### src/rtl/zorro_master_arbiter_mc.sv
// rtl/zorro_master_arbiter_mc.sv - Zorro III bus-master arbiter sharing one master slot among NREQ local requesters
module zorro_master_arbiter_mc #(
    parameter int NREQ       = 2,
    parameter int IDLE_UNREG = 15,
    parameter int IW         = (NREQ > 1) ? $clog2(NREQ) : 1
) (
    input  logic            C7M,
    input  logic            RESET_n,
    input  logic [NREQ-1:0] REQ_n,
    input  logic [NREQ-1:0] MASTER_n,
    input  logic            EBG_n,
    input  logic            FCS,
    input  logic            DTACK_n,
    output logic [NREQ-1:0] GNT_n,
    output logic            EBR_n,
    output logic            MYBUS_n,
    output logic            YIELD,
    output logic [IW-1:0]   OWNER,
    output logic            BMASTER
);

    typedef enum logic [2:0] {
        S_IDLE,
        S_REG,
        S_REGED,
        S_GRANT,
        S_HANDOFF,
        S_UNREG,
        S_UNWAIT
    } state_t;

    state_t          state_q, state_d;
    logic [NREQ-1:0] sreq_q, sreq_d;
    logic [IW-1:0]   owner_q, owner_d;
    logic [7:0]      cnt_q, cnt_d;
    logic            yield_q, yield_d;
    logic            ebr_n_q, ebr_n_d;
    logic            mybus_n_q, mybus_n_d;
    logic [NREQ-1:0] gnt_n_q, gnt_n_d;

    logic            bidle;
    logic            any_sreq;
    logic            own_sreq;
    logic            own_master_n;
    logic            hi_found;
    logic [IW-1:0]   hi_idx;
    logic [IW-1:0]   lo_idx;
    logic [IW-1:0]   rr_idx;

    assign bidle    = ~FCS & DTACK_n;
    assign any_sreq = |sreq_q;
    assign sreq_d   = ~REQ_n;

    // Request and master status of the current owner, selected without a
    // variable-width index so that any NREQ (including non powers of two) works.
    always_comb begin
        own_sreq     = 1'b0;
        own_master_n = 1'b1;
        for (int i = 0; i < NREQ; i++) begin
            if (IW'(i) == owner_q) begin
                own_sreq     = sreq_q[i];
                own_master_n = MASTER_n[i];
            end
        end
    end

    // Round-robin pick: the lowest requester above the last owner, otherwise
    // wrap to the lowest requester overall. Scanning downwards lets the last
    // hit be the lowest index.
    always_comb begin
        hi_found = 1'b0;
        hi_idx   = owner_q;
        lo_idx   = owner_q;
        for (int i = NREQ - 1; i >= 0; i--) begin
            if (sreq_q[i]) begin
                if (i > int'(owner_q)) begin
                    hi_found = 1'b1;
                    hi_idx   = IW'(i);
                end
                lo_idx = IW'(i);
            end
        end
        rr_idx = hi_found ? hi_idx : lo_idx;
    end

    always_comb begin
        state_d = state_q;
        owner_d = owner_q;
        cnt_d   = cnt_q;
        yield_d = yield_q;
        case (state_q)
            S_IDLE: begin
                if (any_sreq) begin
                    state_d = S_REG;
                end
            end
            S_REG: begin
                state_d = S_REGED;
                cnt_d   = 8'd0;
            end
            S_REGED: begin
                // A live request always beats an expiring idle count.
                if (!EBG_n && bidle && any_sreq) begin
                    state_d = S_GRANT;
                    owner_d = rr_idx;
                end else if (any_sreq) begin
                    cnt_d = 8'd0;
                end else if (cnt_q == 8'(IDLE_UNREG)) begin
                    state_d = S_UNREG;
                    cnt_d   = 8'd0;
                end else begin
                    cnt_d = cnt_q + 8'd1;
                end
            end
            S_GRANT: begin
                if (!own_sreq && own_master_n && bidle) begin
                    yield_d = 1'b0;
                    // Losing the grant on the release edge means no handoff and no yield.
                    if (!yield_q && !EBG_n && any_sreq) begin
                        state_d = S_HANDOFF;
                    end else begin
                        state_d = S_REGED;
                        cnt_d   = 8'd0;
                    end
                end else if (EBG_n) begin
                    yield_d = 1'b1;
                end
            end
            S_HANDOFF: begin
                if (!EBG_n && bidle && any_sreq) begin
                    state_d = S_GRANT;
                    owner_d = rr_idx;
                end else begin
                    state_d = S_REGED;
                    cnt_d   = 8'd0;
                end
            end
            S_UNREG: begin
                state_d = S_UNWAIT;
            end
            S_UNWAIT: begin
                if (EBG_n) begin
                    state_d = S_IDLE;
                end
            end
            default: begin
                state_d = S_IDLE;
            end
        endcase
    end

    // Pin outputs are registered from the next state so they change cleanly on C7M.
    always_comb begin
        ebr_n_d   = ~((state_d == S_REG) || (state_d == S_UNREG));
        mybus_n_d = ~((state_d == S_GRANT) || (state_d == S_HANDOFF));
        gnt_n_d   = '1;
        for (int i = 0; i < NREQ; i++) begin
            if ((state_d == S_GRANT) && (IW'(i) == owner_d)) begin
                gnt_n_d[i] = 1'b0;
            end
        end
    end

    always_ff @(posedge C7M or negedge RESET_n) begin
        if (!RESET_n) begin
            state_q   <= S_IDLE;
            sreq_q    <= '0;
            owner_q   <= IW'(NREQ - 1);
            cnt_q     <= 8'd0;
            yield_q   <= 1'b0;
            ebr_n_q   <= 1'b1;
            mybus_n_q <= 1'b1;
            gnt_n_q   <= '1;
        end else begin
            state_q   <= state_d;
            sreq_q    <= sreq_d;
            owner_q   <= owner_d;
            cnt_q     <= cnt_d;
            yield_q   <= yield_d;
            ebr_n_q   <= ebr_n_d;
            mybus_n_q <= mybus_n_d;
            gnt_n_q   <= gnt_n_d;
        end
    end

    assign GNT_n   = gnt_n_q;
    assign EBR_n   = ebr_n_q;
    assign MYBUS_n = mybus_n_q;
    assign YIELD   = yield_q;
    assign OWNER   = owner_q;
    assign BMASTER = ~&MASTER_n;

endmodule

### config.mk
export PLATFORM = sky130hd
export DESIGN_NAME = zorro_master_arbiter_mc
export DESIGN_NICKNAME = d
export VERILOG_FILES = /design/src/rtl/zorro_master_arbiter_mc.sv
export SDC_FILE = /design/constraint.sdc
export NUM_CORES = 1
export LEC_CHECK = 0
export BUFFER_PORTS_ARGS = -buffer_cell sky130_fd_sc_hd__buf_2
export CAP_MARGIN = 10
export CORE_MARGIN = 2
export CORE_UTILIZATION = 55
export CTS_CLUSTER_SIZE = 25
export DETAILED_ROUTE_END_ITERATION = 6
export PLACE_DENSITY = 0.78
export SLEW_MARGIN = 20
export SYNTH_ARGS = -nofsm -noshare
export SYNTH_HDL_FRONTEND = slang
export SYNTH_SLANG_ARGS = --single-unit
### constraint.sdc
create_clock -name C7M -period 2.2 [get_ports C7M]
set_input_delay 0.22 -clock C7M [delete_from_list [all_inputs] [get_ports C7M]]
set_output_delay 0.22 -clock C7M [all_outputs]
set_load 0.05 [all_outputs]
==> out/results.tsv, run 1 <==
metric	value	unit
first-pass GRT wire length	3.44	mm
GRT met1 Usage	30.0	%
Final Critical Period	1.74	ns
Post-synth top cells	dfrtp_1, inv_1, nor2_1	
hold path startpoint	REQ_n[1]	
hold path depth	2	
main combinational cell family by area after synthesis	simple AND/OR/NAND/NOR gates	
CTS Buf Count	3	
Routed wire per std cell	13.3	um
DRC Markers	0	
Root Buffer	clkbuf_4	
All-Layer GR Usage	21.4	%
Initial Utilization	59.7	%
crit path launch type	flip-flop	
H-tree levels	1	
PostCTS Resize Cnt	0	
outcome	finished clean	
clk slew on worst S/H paths	0.10	ns
Post-Place Cells	152	
Cell Area, Synth	1060	um2
Area after DPL	1150	um2
Simple-Gate Fraction of Synth Area	24.2	%
Layout area overhead	11.8	%
fin nets	143	
HPWL after DPL	1.57	mm
clk buf depth	2	
Vias per Instance	5.75	
Synth Area in Adders	1.18	%
Ys Warns	0	
Pre-Repair DR Iteration Count	4	
Synthesized Nets	125	
post-route insts no fill	157	
Fill cells	161	
Gate Count Post-Synth	115	
FP Rows	15	
CTS tree	yes	
area leader, netlist	dfrtp_1	
WHS Endpoint	sreq_q[1]$_DFF_PN0_	
r2r setup slk	0.46	ns
EDFF count, synth	0	
post-route cell area	1190	um2
Post-Syn Area per Cell	9.26	um2
Worst EP required	2.37	ns
count of input and output buffers	15	
power per cell area	1130	nW/um2
met3 Use GR	3.40	%
Die ar.	2300	um2
worst-margin pin slew	0.523	ns
global route overflow	0	
Tot Pwr	1.34	mW
Seq cells post-synth	19	
R2R Path End	cnt_q[6]$_DFFE_PN0P_	
R2R Path Start	sreq_q[0]$_DFF_PN0_	
critical-path maximum fanout	8	
most numerous cell in the Yosys netlist	dfrtp_1	
DRT iter0 DRCs	18	
core box area	1780	um2
Die Ht	48	um
f_max	576	MHz
top cells by area, synth	dfrtp_1, dfstp_2, o21ai_0, inv_1, a21oi_1	
VDD IR max	637	uV
Routed WL	2.08	mm
pin count of the biggest net entering global routing	20	
Hold WC Path Type	in -> reg	
number of routed nets with antenna violations	0	
unique cell type count in the Yosys netlist	39	
Die Span X	48	um
antenna diode count	0	
Crit. End Element	flip-flop	
I/O pin cnt	16	
Hold Vio Cnt, Final	0	
final setup fails	0	
Max-Slew Margin vs Limit	65.0	%
RSZ-0062 raised after global routing	false	
initial antenna violation count	0	
global routing usage on met2	33.3	%
Lkg Pwr	0.491	nW
max-cap check violation count	0	
area share of xor/xnor cells in the synthesized design	0.823	%
Layout Skew	0.00168	ns
compound-cell area share of the yosys netlist	22.4	%
post-layout util	66.7	%
part of the cycle the worst path needs	78.9	%
via count	903	
worst r2r path cells	4	
CP Data Arrival Time	1.90	ns
share of the synthesized area in the top cell type	32.9	%
worst setup path class	reg -> reg	
register area share after synthesis	45.2	%
Post-synth ARST share	100	%
grt peak-use layer	met2	
setup_tns	0	ns
Max Slew Vio Count	0	
Clk Latency, worst-skew pair	0.29	ns
Main synth FF type	dfrtp_1	
CTS sink cnt	19	
number of global-route vias before repair	780	
GPL Wtd Cong	0.908	
mux cell area share after synthesis	0.940	%
layout cells sized above 1	21.2	%
==> timing repair <==
item / CTS / global route
setup endpoints to repair: 0 / 0
buffers inserted: 0 / 0
hold endpoints to repair: 14 / 0
hold buffers: 1 / 0
==> layer usage <==
| layer | wire [um] | vias up |
|---|---|---|
| met3 | 96 | 4 |
| met5 | 0 | - |
| met4 | 29 | 0 |
| met1 | 938 | 425 |
| met2 | 1020 | 29 |
| li1 | - | 445 |
==> power breakdown <==
group          switching, mW  total, mW  internal, mW
sequential             0.101      0.565         0.464
clock                  0.102      0.172        0.0707
combinational          0.408      0.604         0.196
total                  0.611       1.34         0.731
==> cell families (layout without fill, tap and decap cells) <==
logic type	Yosys count	after routing
AO/OA/AOI/OAI	36	36
flip-flops	19	19
buffers and inverters	13	30
XOR/XNOR	1	1
multiplexers	1	1
adder cells (fa/ha/maj)	1	1
AND/OR/NAND/NOR	44	44
==> area by class of cell <==
class / instances / area (um2) / share of cell area (%)
timing repair buffer: 16 / 85.1 / 7.15
inverter: 10 / 37.5 / 3.15
sequential: 19 / 482 / 40.5
multi-input combinational: 83 / 528 / 44.4
clock buffer: 4 / 26.3 / 2.21
tap: 25 / 31.3 / 2.63
==> per-stage QoR <==
step	hold slack, ns	setup slack [ns]
floorplan	-0.0756	0.576
global placement	0.177	0.543
detailed placement	0.176	0.466
CTS	0.0394	0.449
global route	0.0423	0.368
finish	0.0499	0.465
==> state kept, by name, summed over array words and instances (netlist names) <==
signal and flops:
MYBUS_n 1, EBR_n 1, cnt_q 8, YIELD 1
GNT_n 2, OWNER 1, sreq_q 2, state_q 3
==> cell usage in the layout (no fill, tap or decap), drive strengths merged, types with 5 or more instances in the layout <==
cell type  count
buf           15
dfrtp         14
o21ai         12
inv           10
nor2          10
nand2          8
a21oi          7
nand3          6
dfstp          5
==> critical path: stages, from the launching register on <==
cell	delay, ns
dfrtp_1	0.43
or3b_1	0.41
a21o_1	0.23
a211oi_4	0.38
a31oi_1	0.16
==> worst max-delay path by stage <==
stage,startpoint,end,slack (ns),cells past startpoint
3_3_place_gp,sreq_q[0]$_DFF_PN0_,cnt_q[6]$_DFFE_PN0P_,0.54,4
2_1_floorplan,OWNER$_DFF_PN1_,cnt_q[6]$_DFFE_PN0P_,0.58,4
4_1_cts,sreq_q[0]$_DFF_PN0_,cnt_q[6]$_DFFE_PN0P_,0.45,4
5_1_grt,state_q[0]$_DFF_PN0_,GNT_n[0]$_DFF_PN1_,0.37,4
6_report,sreq_q[0]$_DFF_PN0_,cnt_q[6]$_DFFE_PN0P_,0.46,4
3_5_place_dp,sreq_q[0]$_DFF_PN0_,cnt_q[6]$_DFFE_PN0P_,0.47,4
(Power assumes the default switching activity.)
==> inputs of run 2 (changes only) <==
- clock period: 2.2 -> 1.7 ns (I/O delays scaled with it)
==> out/results.tsv, run 2 (synthesis results as in run 1) <==
metric	value	unit
outcome	finished clean	
worst path cell trace	or3b_1 -> a21o_1 -> a211oi_4 -> buf_6 -> o211ai_1	
CP max-delay cell	or3b_1	
CP Data Arrival Time	1.83	ns
RSZ-0062 raised after global routing	true	
core box area	1780	um2
max-cap check violation count	0	
CTS Buf Count	3	
initial antenna violation count	0	
I/O pin cnt	16	
Layout area overhead	22.3	%
DRC Markers	0	
FP Rows	15	
Top Registers	cnt_q (8), state_q (3)	
clk buf depth	2	
Post-Place Cells	157	
Setup WS post-layout	0.0417	ns
CP max stage delay	0.41	ns
Pre-Repair DR Iteration Count	4	
critical-path maximum fanout	8	
WP buf/inv	1	
max reg flops	8	
Vias per Instance	5.65	
antenna diode count	0	
layout cells sized above 1	29.9	%
VDD IR max	1130	uV
Root Buffer	clkbuf_4	
CTS sink cnt	19	
Final Critical Period	1.66	ns
Worst EP required	1.87	ns
f_max	603	MHz
Lkg Pwr	0.546	nW
most frequent cells in the layout	buf_2, dfrtp_1, inv_1	
global route overflow	0	
fin nets	155	
Die Ht	48	um
GPL Wtd Cong	0.876	
number of global-route vias before repair	818	
Tot Pwr	1.84	mW
count of input and output buffers	15	
pin count of the biggest net entering global routing	20	
post-route insts no fill	169	
post-layout util	73.1	%
Layout Skew	0.00811	ns
final setup fails	0	
All-Layer GR Usage	22.2	%
CTS tree	yes	
first-pass GRT wire length	3.57	mm
Hold Vio Cnt, Final	0	
DRT iter0 DRCs	29	
part of the cycle the worst path needs	97.5	%
Die ar.	2300	um2
number of routed nets with antenna violations	0	
clk slew on worst S/H paths	0.10	ns
HPWL after DPL	1.62	mm
hold path startpoint	EBG_n	
Crit. End Element	flip-flop	
Routed WL	2.25	mm
Max-Slew Margin vs Limit	70.9	%
Routed wire per std cell	13.3	um
Placement Setup Slack	0.0158	ns
Die Span X	48	um
power per cell area	1420	nW/um2
Max Slew Vio Count	0	
Hold WC Path Type	in -> reg	
Top delay family on crit path	compound AO/OA/AOI/OAI gates	
R2R Path Start	sreq_q[0]$_DFF_PN0_	
worst setup path class	reg -> reg	
commonest non-fill, non-tap cell in the layout	buf_2	
Biggest register	cnt_q	
Clk Latency, worst-skew pair	0.29	ns
CP Launch Point	sreq_q[0]$_DFF_PN0_	
worst-margin pin slew	0.436	ns
Initial Utilization	59.7	%
Fill cells	128	
via count	955	
crit path launch type	flip-flop	
H-tree levels	1	
run 2: changes by cell type in the layout (fill, tap and decap cells not counted), sizes merged:
cell	delta
dlygate4sd3	+2
buf	+10
run 2: cell type report:
cell class / count / area [um2] / area share, %
well taps: 25 / 31.3 / 2.40
multi-input cells: 83 / 538 / 41.3
flip-flops and latches: 19 / 485 / 37.3
inverters: 10 / 37.5 / 2.88
clock buffers: 4 / 26.3 / 2.02
repair buffers: 28 / 184 / 14.1
run 2: path summary, 6_finish.rpt:
path | endpoint | slack (ns) | cells after the start
worst min register to register | cnt_q[7]$_DFFE_PN0P_ | 0.49 | 1
min in group asynchronous | cnt_q[3]$_DFFE_PN0P_ | 0.34 | 2
max in group asynchronous | GNT_n[0]$_DFF_PN1_ | 1.02 | 2
worst min-delay path | YIELD$_DFFE_PN0P_ | 0.22 | 3
worst max register to register | cnt_q[5]$_DFFE_PN0P_ | 0.04 | 5
worst max-delay path | cnt_q[5]$_DFFE_PN0P_ | 0.04 | 5
run 2: routing by layer:
| layer | global-route usage, % | wire [um] | vias up |
|---|---|---|---|
| met3 | 3.40 | 83 | 2 |
| met4 | 6.49 | 8 | 0 |
| met2 | 36.8 | 1080 | 29 |
| met1 | 29.8 | 1080 | 451 |
| li1 | - | - | 473 |
| met5 | 0 | 0 | - |
run 2: per-stage QoR:
stage	instance area, um2	hold WS, ns	setup TNS [ns]
floorplan	1060	-0.126	0
global placement	1190	0.128	0
detailed placement	1190	0.130	0
CTS	1250	0.197	0
global route	1300	0.207	-0.0195
finish	1300	0.218	0
run 2: worst register-to-register path: cells and delay by family, from the launching register on:
kind	cells	cell delay, ns
compound gates	3	0.58
buf+inv	1	0.16
flops	1	0.40
simple gates	1	0.41
run 2: where the power goes:
group          leakage [nW]  internal, mW  total (mW)  switching, mW
clock                0.0150        0.0913       0.223          0.132
combinational         0.302         0.329       0.884          0.555
sequential            0.229         0.605       0.736          0.131
run 2: repair_timing:
item | in CTS | in global routing
hold endpoints to repair | 16 | 0
hold buffers | 3 | 0
buffers inserted | 1 | 4
setup endpoints to repair | 1 | 5
pin swaps | 1 | 2
gates resized for setup | 0 | 6
